$ cat config.mk
export PLATFORM = sky130hd
export DESIGN_NAME = btn_tick_ctrl
export DESIGN_NICKNAME = d
export VERILOG_FILES = /design/src/rtl/btn_tick_ctrl.sv
export SDC_FILE = /design/constraint.sdc
export NUM_CORES = 1
export LEC_CHECK = 0
export CAP_MARGIN = 20
export CORE_AREA = 2 2 122 124
export DETAILED_ROUTE_END_ITERATION = 10
export DIE_AREA = 0 0 124 126
export SLEW_MARGIN = 0
export SYNTH_ARGS = -nofsm -noshare
export SYNTH_HDL_FRONTEND = slang
export SYNTH_SLANG_ARGS = --single-unit
$ cat constraint.sdc
create_clock -name clk -period 3.8 [get_ports clk]
set_input_delay 0.76 -clock clk [delete_from_list [all_inputs] [get_ports clk]]
set_output_delay 0.76 -clock clk [all_outputs]
set_load 0.01 [all_outputs]
$ cat src/rtl/btn_tick_ctrl.sv
// btn_tick_ctrl: turns the 100 Hz clock level into a one-cycle tick and uses it
// to debounce push-buttons with per-button press and auto-repeat pulses.
module btn_tick_ctrl #(
    parameter int N_BTN = 5,
    parameter int DEB_TICKS = 3,
    parameter int HOLD_TICKS = 30,
    parameter int RPT_TICKS = 8,
    parameter logic [N_BTN-1:0] RPT_EN = 5'b00111
) (
    input  logic             clk,
    input  logic             rst,
    input  logic             clk_100hz,
    input  logic [N_BTN-1:0] btn_raw,
    output logic             tick_out,
    output logic [N_BTN-1:0] btn_level,
    output logic [N_BTN-1:0] btn_pulse
);
    localparam logic [1:0] IDLE = 2'd0;
    localparam logic [1:0] HELD = 2'd1;
    localparam logic [1:0] REPEAT = 2'd2;

    logic             c1_q, c2_q, ch_q, tick_q, tick_d;
    logic [N_BTN-1:0] b1_q, b2_q, db_q, db_d, pulse_q, pulse_d;
    logic [5:0]       dcnt_q [N_BTN];
    logic [5:0]       dcnt_d [N_BTN];
    logic [5:0]       rcnt_q [N_BTN];
    logic [5:0]       rcnt_d [N_BTN];
    logic [1:0]       st_q [N_BTN];
    logic [1:0]       st_d [N_BTN];

    always_comb begin
        tick_d = c2_q & ~ch_q;
        for (int i = 0; i < N_BTN; i++) begin
            db_d[i] = db_q[i];
            dcnt_d[i] = dcnt_q[i];
            rcnt_d[i] = rcnt_q[i];
            st_d[i] = st_q[i];
            pulse_d[i] = 1'b0;
            if (tick_q) begin
                if (b2_q[i] == db_q[i])
                    dcnt_d[i] = '0;
                else if (dcnt_q[i] == 6'(DEB_TICKS - 1)) begin
                    db_d[i] = b2_q[i];
                    dcnt_d[i] = '0;
                end else
                    dcnt_d[i] = dcnt_q[i] + 6'd1;
                // A release seen on this tick wins over any repeat due now.
                if (st_q[i] == IDLE) begin
                    if (db_d[i] && !db_q[i]) begin
                        st_d[i] = HELD;
                        rcnt_d[i] = '0;
                        pulse_d[i] = 1'b1;
                    end
                end else if (!db_d[i]) begin
                    st_d[i] = IDLE;
                    rcnt_d[i] = '0;
                end else if (st_q[i] == HELD) begin
                    if (RPT_EN[i]) begin
                        if (rcnt_q[i] + 6'd1 == 6'(HOLD_TICKS)) begin
                            st_d[i] = REPEAT;
                            rcnt_d[i] = '0;
                            pulse_d[i] = 1'b1;
                        end else
                            rcnt_d[i] = rcnt_q[i] + 6'd1;
                    end
                end else if (rcnt_q[i] + 6'd1 == 6'(RPT_TICKS)) begin
                    rcnt_d[i] = '0;
                    pulse_d[i] = 1'b1;
                end else
                    rcnt_d[i] = rcnt_q[i] + 6'd1;
            end
        end
    end

    always_ff @(posedge clk or posedge rst) begin
        if (rst) begin
            c1_q <= 1'b0;
            c2_q <= 1'b0;
            ch_q <= 1'b0;
            tick_q <= 1'b0;
            b1_q <= '0;
            b2_q <= '0;
            db_q <= '0;
            pulse_q <= '0;
            for (int i = 0; i < N_BTN; i++) begin
                dcnt_q[i] <= '0;
                rcnt_q[i] <= '0;
                st_q[i] <= IDLE;
            end
        end else begin
            c1_q <= clk_100hz;
            c2_q <= c1_q;
            ch_q <= c2_q;
            tick_q <= tick_d;
            b1_q <= btn_raw;
            b2_q <= b1_q;
            db_q <= db_d;
            pulse_q <= pulse_d;
            for (int i = 0; i < N_BTN; i++) begin
                dcnt_q[i] <= dcnt_d[i];
                rcnt_q[i] <= rcnt_d[i];
                st_q[i] <= st_d[i];
            end
        end
    end

    assign tick_out = tick_q;
    assign btn_level = db_q;
    assign btn_pulse = pulse_q;
endmodule
# Word level (Yosys, flattened, before mapping)

Index checks and enable logic that the tools add are counted.

$add $sub $neg: 10
Eq/ne operators: 38
Multiplexer cells: 107
Bitwise logic cells: 2
Reductions and logical operators: 25

Operators by type and width:

| operator                                            | number |
|---|---|
| two-way mux 6 bit                                   | 38 |
| adder 6 x 1 -> 6 bit, second input constant         | 10 |
| two-way mux 1 bit                                   | 48 |
| two-way mux 2 bit                                   | 21 |
| equality test 6 x 2 -> 1 bit, second input constant | 5 |
| equality test 6 x 4 -> 1 bit, second input constant | 5 |
| equality test 6 x 5 -> 1 bit, second input constant | 3 |
| != test 3 x 1 -> 1 bit, second input constant       | 6 |
| != test 2 x 1 -> 1 bit, second input constant       | 7 |
| AND reduction 3 bit                                 | 4 |
| AND reduction 4 bit                                 | 3 |
| equality test 2 x 1 -> 1 bit, second input constant | 5 |
| logical NOT 2 bit                                   | 5 |
| != test 3 bit, second input constant                | 2 |
| AND reduction 2 bit                                 | 3 |
| equality test 1 bit                                 | 5 |
| logical AND 1 bit                                   | 5 |
| logical NOT 1 bit                                   | 5 |
| AND 1 bit                                           | 1 |
| inverter 1 bit                                      | 1 |

Flip-flop bits (word level): 94
Output and inout port bits: 11
Word-level logic and storage cells: 205

# Longest topological paths before layout

Gate-level depths: netlist of run 1.

Depth after elaboration: 8
Mapped depth: 8

# Worst setup path after synthesis of run 1

Ideal clock, no wire load.

Kind: reg2reg
Start point: reg dcnt_q[24] (netlist name)
End point: reg rcnt_q[29] (netlist name)
Library setup time: 0.078 ns
Arrival time: 2.041 ns
Setup slack: 1.681 ns
Cell stages (with the launch flop): 8
Path through: dfrtp_1 -> inv_1 -> ha_1 -> or4b_4 -> nor4b_4 -> nor2_2 -> or4_1 -> o2bb2ai_1

Word-level cells in the longest chain between the ends: 7
Elaborated cells on any way between the ends: 9

RTL lines:

| what                             | line | source |
|---|---|---|
| start, declared                  | 24   | `logic [5:0] dcnt_q [N_BTN];` |
| start signal, assigned by index  | 100  | `dcnt_q[i] <= dcnt_d[i];` |
| equality test 6 x 2 -> 1 bit (*) | 42   | `else if (dcnt_q[i] == 6'(DEB_TICKS - 1)) begin` |
| two-way mux 1 bit (*)            | 42   |  |
| two-way mux 1 bit (*)            | 40   | `if (b2_q[i] == db_q[i])` |
| two-way mux 1 bit (*)            | 39   | `if (tick_q) begin` |
| logical AND 1 bit                | 49   | `if (db_d[i] && !db_q[i]) begin` |
| != test 2 x 1 -> 1 bit (no line) | n/a  |  |
| AND reduction 2 bit (no line)    | n/a  |  |
| end signal, assigned by index    | 101  | `rcnt_q[i] <= rcnt_d[i];` |
| end, declared                    | 26   | `logic [5:0] rcnt_q [N_BTN];` |

Mark *: on every way between the ends. The rest lies on a longest branch, timed or not. The select of a mux whose other input is x is not followed.
A chain may end at the register's enable or synchronous reset.

# Worst setup path after layout of run 1

Start point: reg tick_q, in the netlist tick_out
End point: out tick_out

RTL lines:

| what                   | line | source |
|---|---|---|
| start, declared        | 22   | `logic c1_q, c2_q, ch_q, tick_q, tick_d;` |
| start signal, assigned | 94   | `tick_q <= tick_d;` |
| end, declared          | 14   | `output logic tick_out,` |

No word-level cell between the ends.

==> impl_metrics.yaml, run 1 <==
status:
  outcome: "completed"
yosys:
  postSynthCellCount: 424
  synthFlopType: "dfrtp_1"
  ys_seq_area_share_pct: 47.8
  synth_edf_count: 0
  yosysWarnings: 0
  syn_nets: 448
  synthDistinctLibCells: 51
  avgSynthCellArea_um2: 9.88
  netlist_area_mm2: 0.00419
  ys_seq_elements: 80
  async_reset_ff_share_pct: 100
placement:
  port_buffers: 18
  post-dp-hpwl_um: 5140
  dp_cells: 615
  globalplace.congestion: 0.802
power:
  design_power_total_mw: 2.88
  leakagePower_nw: 2.03
  pwr-share-comb_pct: 27.7
  internal_power_mw: 1.93
  ir_drop_v: 0.000221
  power.clock.fraction_pct: 30.8
  power_switching_mw: 0.952
  share_seq_of_total_power_pct: 41.5
  power_density_mw_per_mm2: 589
  p_sw_share_pct: 33.0
floorplan:
  die_x_um: 124
  row_count: 44
  dieArea_mm2: 0.0156
  start_util_pct: 29.3
  core_mm2: 0.0143
  design.portCount: 19
  die_y_um: 126
cts:
  clockBufferDepth: 2
  htree_levels: 3
  cts_root_buf: "clkbuf_16"
  cts_sinks: 80
  cts_resized: 0
  insertion_delay_ns: 0.33
  clk_pin_slew_ns: 0.06
  hold_buffers: 0
  cts_buffers: 9
  cts_tree: "done"
  post_cts_buffers: 0
route:
  via_count: 3212
  drt_wl_total_um: 8040
  vias_per_cell: 5.09
  avgRoutedWirePerCell_um: 12.7
  drtIter0Drc: 170
  drtAntennaViolNets: 0
  drc: 0
  firstDrtPassIters: 4
cells_and_area:
  layout-drive-gt1-share_pct: 8.50
  mostFrequentLayoutCell: "dfrtp_1"
  n_fill_cell: 1426
  n_antenna_cell: 0
  final_cell_mix: "dfrtp_1 (80), nand2_1 (42), o21ai_0 (35), nor2_1 (25), nand3_1 (20)"
  finalNetCount: 467
  syn2layout_area_growth_pct: 16.8
  fin_cells: 631
  final_core_util_pct: 34.2
setup_path:
  crit_arrival_ns: 1.73
  r2r_setup_slack_ns: 1.43
  crit_type: "reg -> out"
  cp-end-kind: "output port"
  required_ns: 3.04
  cp_max_fo: 49
  cp-start-kind: "flip-flop"
sta:
  setup_viol: 0
  min_period_ns: 2.49
  max_freq_mhz: 402
  finalSetupTns_ns: 0
  rsz0062_at_grt: "false"
  hold_viol_final: 0
  slew_headroom_pct: 31.3
  worst_pin_slew_ns: 1.02
  skew_ns: 0.00675
  period_share_pct: 65.4
  maxSlewViolCount: 0
  hold-worst-slack_ns: 0.346
global_route:
  grt.overflow.total: 0
  grt_pass1_wl_um: 14400
  grt_pass1_vias: 3120
  antenna_found_initial: 0
  track_usage_pct: 11.2
  grt_max_degree: 81
hold_path:
  holdCritPathClass: "reg -> reg"
job:
  cap_violations: 0
-- registers in the layout, indices dropped and copies added (netlist names) --
register,count
dcnt_q,30
rcnt_q,18
st_q,8
b1_q,5
b2_q,5
btn_level,5
btn_pulse,5
c1_q,1
c2_q,1
ch_q,1
tick_out,1
-- synthesized netlist by cell type, types with 3 or more instances --
library cell,count,area [um^2]
dfrtp_1,80,2000
nand2_1,42,158
o21ai_0,35,175
nor2_1,25,93.8
nand3_1,20,100
a21oi_1,18,90.1
inv_1,18,67.6
ha_1,16,200
clkbuf_1,13,48.8
o31ai_1,12,90.1
mux2_2,10,113
nor2b_1,10,62.6
nor3_1,10,50.1
o2bb2ai_1,8,70.1
mux2i_1,7,70.1
nand3b_1,7,52.6
xor2_1,7,61.3
and3_1,6,37.5
nor4_1,6,37.5
xnor2_1,6,52.6
a21o_1,5,37.5
nand2b_1,5,31.3
o22ai_1,5,31.3
o41ai_1,4,35.0
or3_1,4,25.0
a211o_1,3,26.3
nand4_1,3,18.8
nand4b_1,3,26.3
o22a_1,3,26.3
or2_2,3,18.8
-- final cells by class --
type | count | area, um^2 | area share (%)
clock buffers | 12 | 267 | 5.45
flip-flops and latches | 80 | 2000 | 40.9
repair buffers | 21 | 213 | 4.35
multi-input cells | 313 | 2070 | 42.4
inverters | 18 | 68.8 | 1.41
clock inverters | 3 | 40.0 | 0.818
well taps | 184 | 230 | 4.71
-- power by group through the flow --
stage          Sequential, mW  Combinational [mW]  Clock (mW)
4_1_cts                  1.20               0.799       0.914
3_3_place_gp             1.20               0.767           0
5_1_grt                  1.23               0.910       0.959
2_1_floorplan            1.18               0.580           0
3_5_place_dp             1.21               0.796           0
6_report                 1.20               0.799       0.887
-- worst max-delay path: stages (launching register included) --
cell and delay [ns]:
dfrtp_1 0.34, buf_4 0.42, clkdlybuf4s50_1 0.64
-- worst paths after layout --
kind                                   startpoint                      to  cells after the start
max                            tick_out$_DFF_PP0_                tick_out                      2
min                             b1_q[3]$_DFF_PP0_       b2_q[3]$_DFF_PP0_                      0
max reg2reg                dcnt_q[24]$_DFFE_PP0P_  rcnt_q[26]$_DFFE_PP0P_                      6
min reg2reg                     b1_q[3]$_DFF_PP0_       b2_q[3]$_DFF_PP0_                      0
max in group asynchronous                     rst  rcnt_q[21]$_DFFE_PP0P_                      3
min in group asynchronous                     rst  rcnt_q[13]$_DFFE_PP0P_                      3
-- logic make-up after synthesis --
logic type | after synthesis | share of synthesized area, %
xor+xnor | 13 | 2.72
mux | 17 | 4.36
simple gates | 156 | 19.9
buf+inv | 31 | 2.78
fa+ha+maj | 16 | 4.78
compound gates | 111 | 17.6
flops | 80 | 47.8
-- stage by stage --
| stage | cell area, um^2 | worst slack, ns |
|---|---|---|
| floorplan | 4190 | 0.988 |
| global placement | 4580 | 1.58 |
| detailed placement | 4580 | 1.45 |
| CTS | 4890 | 1.27 |
| global route | 4890 | 1.19 |
| finish | 4890 | 1.31 |
-- metal layers --
| layer | track usage, % | up-vias | wire, um |
|---|---|---|---|
| li1 | - | 1596 | - |
| met1 | 14.9 | 1546 | 3830 |
| met2 | 17.7 | 60 | 3760 |
| met3 | 2.49 | 10 | 329 |
| met4 | 4.76 | 0 | 114 |
| met5 | 0 | - | 0 |
No activity file was read; power rests on OpenSTA's default activity.
==> inputs of run 2 (changes only) <==
==> constraint.sdc (replaced) <==
create_clock -name clk -period 2.4 [get_ports clk]
set_input_delay 0.48 -clock clk [delete_from_list [all_inputs] [get_ports clk]]
set_output_delay 0.48 -clock clk [all_outputs]
set_load 0.01 [all_outputs]
==> run 2 against run 1 <==
Against the previous run:
- sequential power up 58%
- routed wire length decreased by 0.45%
- combinational power rose by 66%
- largest power group unchanged
- sequential share of layout area decreased by 0.50 points
- final cell count rose by 1.4%
- clock power is 51% higher
- via count grew 0.40%
- power increased by 59%
- critical path depth rose by 5
- highest routed layer unchanged
- utilization increased by 0.42 points
- global-route usage decreased by 0.28 points
- setup slack lost 1.2 ns
- critical endpoint is now rcnt_q[29]$_DFFE_PP0P_
==> impl_metrics.yaml, run 2 (synthesis gave the netlist of run 1 again) <==
job:
  cap_violations: 0
global_route:
  grt_pass1_vias: 3144
  track_usage_pct: 11.0
  grt_pass1_wl_um: 13800
  antenna_found_initial: 0
  grt_max_degree: 81
  grt.overflow.total: 0
route:
  via_count: 3225
  avgRoutedWirePerCell_um: 12.5
  drtAntennaViolNets: 0
  drt_wl_total_um: 8000
  drc: 0
  drtIter0Drc: 167
  vias_per_cell: 5.04
  firstDrtPassIters: 6
placement:
  place_ws_ns: 0.125
  placed_cell_area_mm2: 0.00465
  port_buffers: 18
  globalplace.congestion: 0.816
  post-dp-hpwl_um: 5410
cts:
  clockBufferDepth: 2
  clk_pin_slew_ns: 0.06
  insertion_delay_ns: 0.34
  cts_tree: "done"
  cts_root_buf: "clkbuf_16"
  cts_sinks: 80
  cts_buffers: 9
  cts_resized: 0
  post_cts_buffers: 0
  hold_buffers: 0
  htree_levels: 3
floorplan:
  die_y_um: 126
  row_count: 44
  start_util_pct: 29.3
  design.portCount: 19
  dieArea_mm2: 0.0156
  die_x_um: 124
  core_mm2: 0.0143
power:
  leakagePower_nw: 2.06
  ir_drop_v: 0.000635
  power_density_mw_per_mm2: 924
cells_and_area:
  n_antenna_cell: 0
  n_fill_cell: 1463
  regArea_mm2: 0.00200
  final_cell_mix: "dfrtp_1 (80), nand2_1 (42), o21ai_0 (35), nor2_1 (25), nand3_1 (20)"
  layout-drive-gt1-share_pct: 10.5
  largest_reg_flops: 30
  largestRegisters: "dcnt_q: 30 flops, rcnt_q: 18 flops, st_q: 8 flops"
  syn2layout_area_growth_pct: 18.2
  multi_input_area_mm2: 0.00208
  finalNetCount: 475
  top_register: "dcnt_q"
  mostFrequentLayoutCell: "dfrtp_1"
  finalInstanceArea_mm2: 0.00495
sta:
  min_period_ns: 2.26
  skew_ns: 0.00650
  period_share_pct: 94.2
  hold_viol_final: 0
  max_freq_mhz: 442
  worst_pin_slew_ns: 0.598
  setup_viol: 0
  rsz0062_at_grt: "false"
  final.setup.worst_slack_ns: 0.140
  hold-worst-slack_ns: 0.344
  maxSlewViolCount: 0
  slew_headroom_pct: 59.9
  finalSetupTns_ns: 0
setup_path:
  r2r_start: "dcnt_q[24]$_DFFE_PP0P_"
  r2r-end: "rcnt_q[29]$_DFFE_PP0P_"
  reg2regPathDepth: 7
  crit_type: "reg -> reg"
  cp_max_fo: 5
  slowest_delay_ns: 0.50
  cp-endpoint: "rcnt_q[29]$_DFFE_PP0P_"
  cp_cell_sequence: "inv_1 -> ha_1 -> or4b_4 -> nor4b_4 -> nor2_2 -> or4_1 -> o2bb2ai_1"
  required_ns: 2.66
  crit_arrival_ns: 2.52
  cp-start-kind: "flip-flop"
  worstSetupStartpoint: "dcnt_q[24]$_DFFE_PP0P_"
  cp_slowest_cell: "or4b_4"
  r2r_setup_slack_ns: 0.14
  cp-end-kind: "flip-flop"
hold_path:
  worstHoldPathCells: 0
  holdCritPathClass: "reg -> reg"
status:
  outcome: "completed"
-- run 2: changes by cell type in the layout (fill, tap and decap cells not counted) --
cell,delta
clkinv_4,+1
clkbuf_8,-2
buf_4,+9
a21oi_1,-1
a21oi_2,+1
clkbuf_2,-1
clkinvlp_4,+1
clkinv_2,+1
-- run 2: worst max-delay path, delay by kind of cell (launching register included) --
family / cells / cell delay (ns)
flip-flops: 1 / 0.42
buffers and inverters: 1 / 0.09
AO/OA/AOI/OAI: 1 / 0.14
AND/OR/NAND/NOR: 4 / 1.38
adder cells (fa/ha/maj): 1 / 0.15
-- run 2: worst min path at each step --
stage / startpoint / to / slack [ns]
after floorplan: b1_q[0]$_DFF_PP0_ / b2_q[0]$_DFF_PP0_ / 0.33
after global routing: b1_q[3]$_DFF_PP0_ / b2_q[3]$_DFF_PP0_ / 0.35
final: b1_q[3]$_DFF_PP0_ / b2_q[3]$_DFF_PP0_ / 0.34
after global placement: b1_q[1]$_DFF_PP0_ / b2_q[1]$_DFF_PP0_ / 0.34
after CTS: b1_q[3]$_DFF_PP0_ / b2_q[3]$_DFF_PP0_ / 0.35
after detailed placement: b1_q[0]$_DFF_PP0_ / b2_q[0]$_DFF_PP0_ / 0.33
-- run 2: final cells by class --
type / count / area share, %
timing repair buffer: 29 / 5.56
sequential: 80 / 40.4
clock inverter: 6 / 1.19
tap: 184 / 4.65
clock buffer: 10 / 4.83
inverter: 18 / 1.44
multi-input combinational: 313 / 41.9
-- run 2: report_power, final --
group	total (mW)	switching [mW]	internal, mW
Combinational	1.33	0.685	0.643
Clock	1.34	0.518	0.827
Sequential	1.90	0.305	1.60
-- run 2: stage by stage --
stage	instances	util, %	power (mW)
floorplan	424	-	2.79
global placement	624	32.5	3.19
global route	640	34.6	4.92
finish	640	34.6	4.57
CTS	640	34.6	4.65
detailed placement	624	32.5	3.26
-- run 2: routing by layer --
metal	up-vias	wire (um)	GRT usage, %
li1	1607	-	-
met1	1567	3740	13.1
met2	41	3870	18.4
met3	10	279	3.40
met4	0	116	4.16
met5	-	0	0
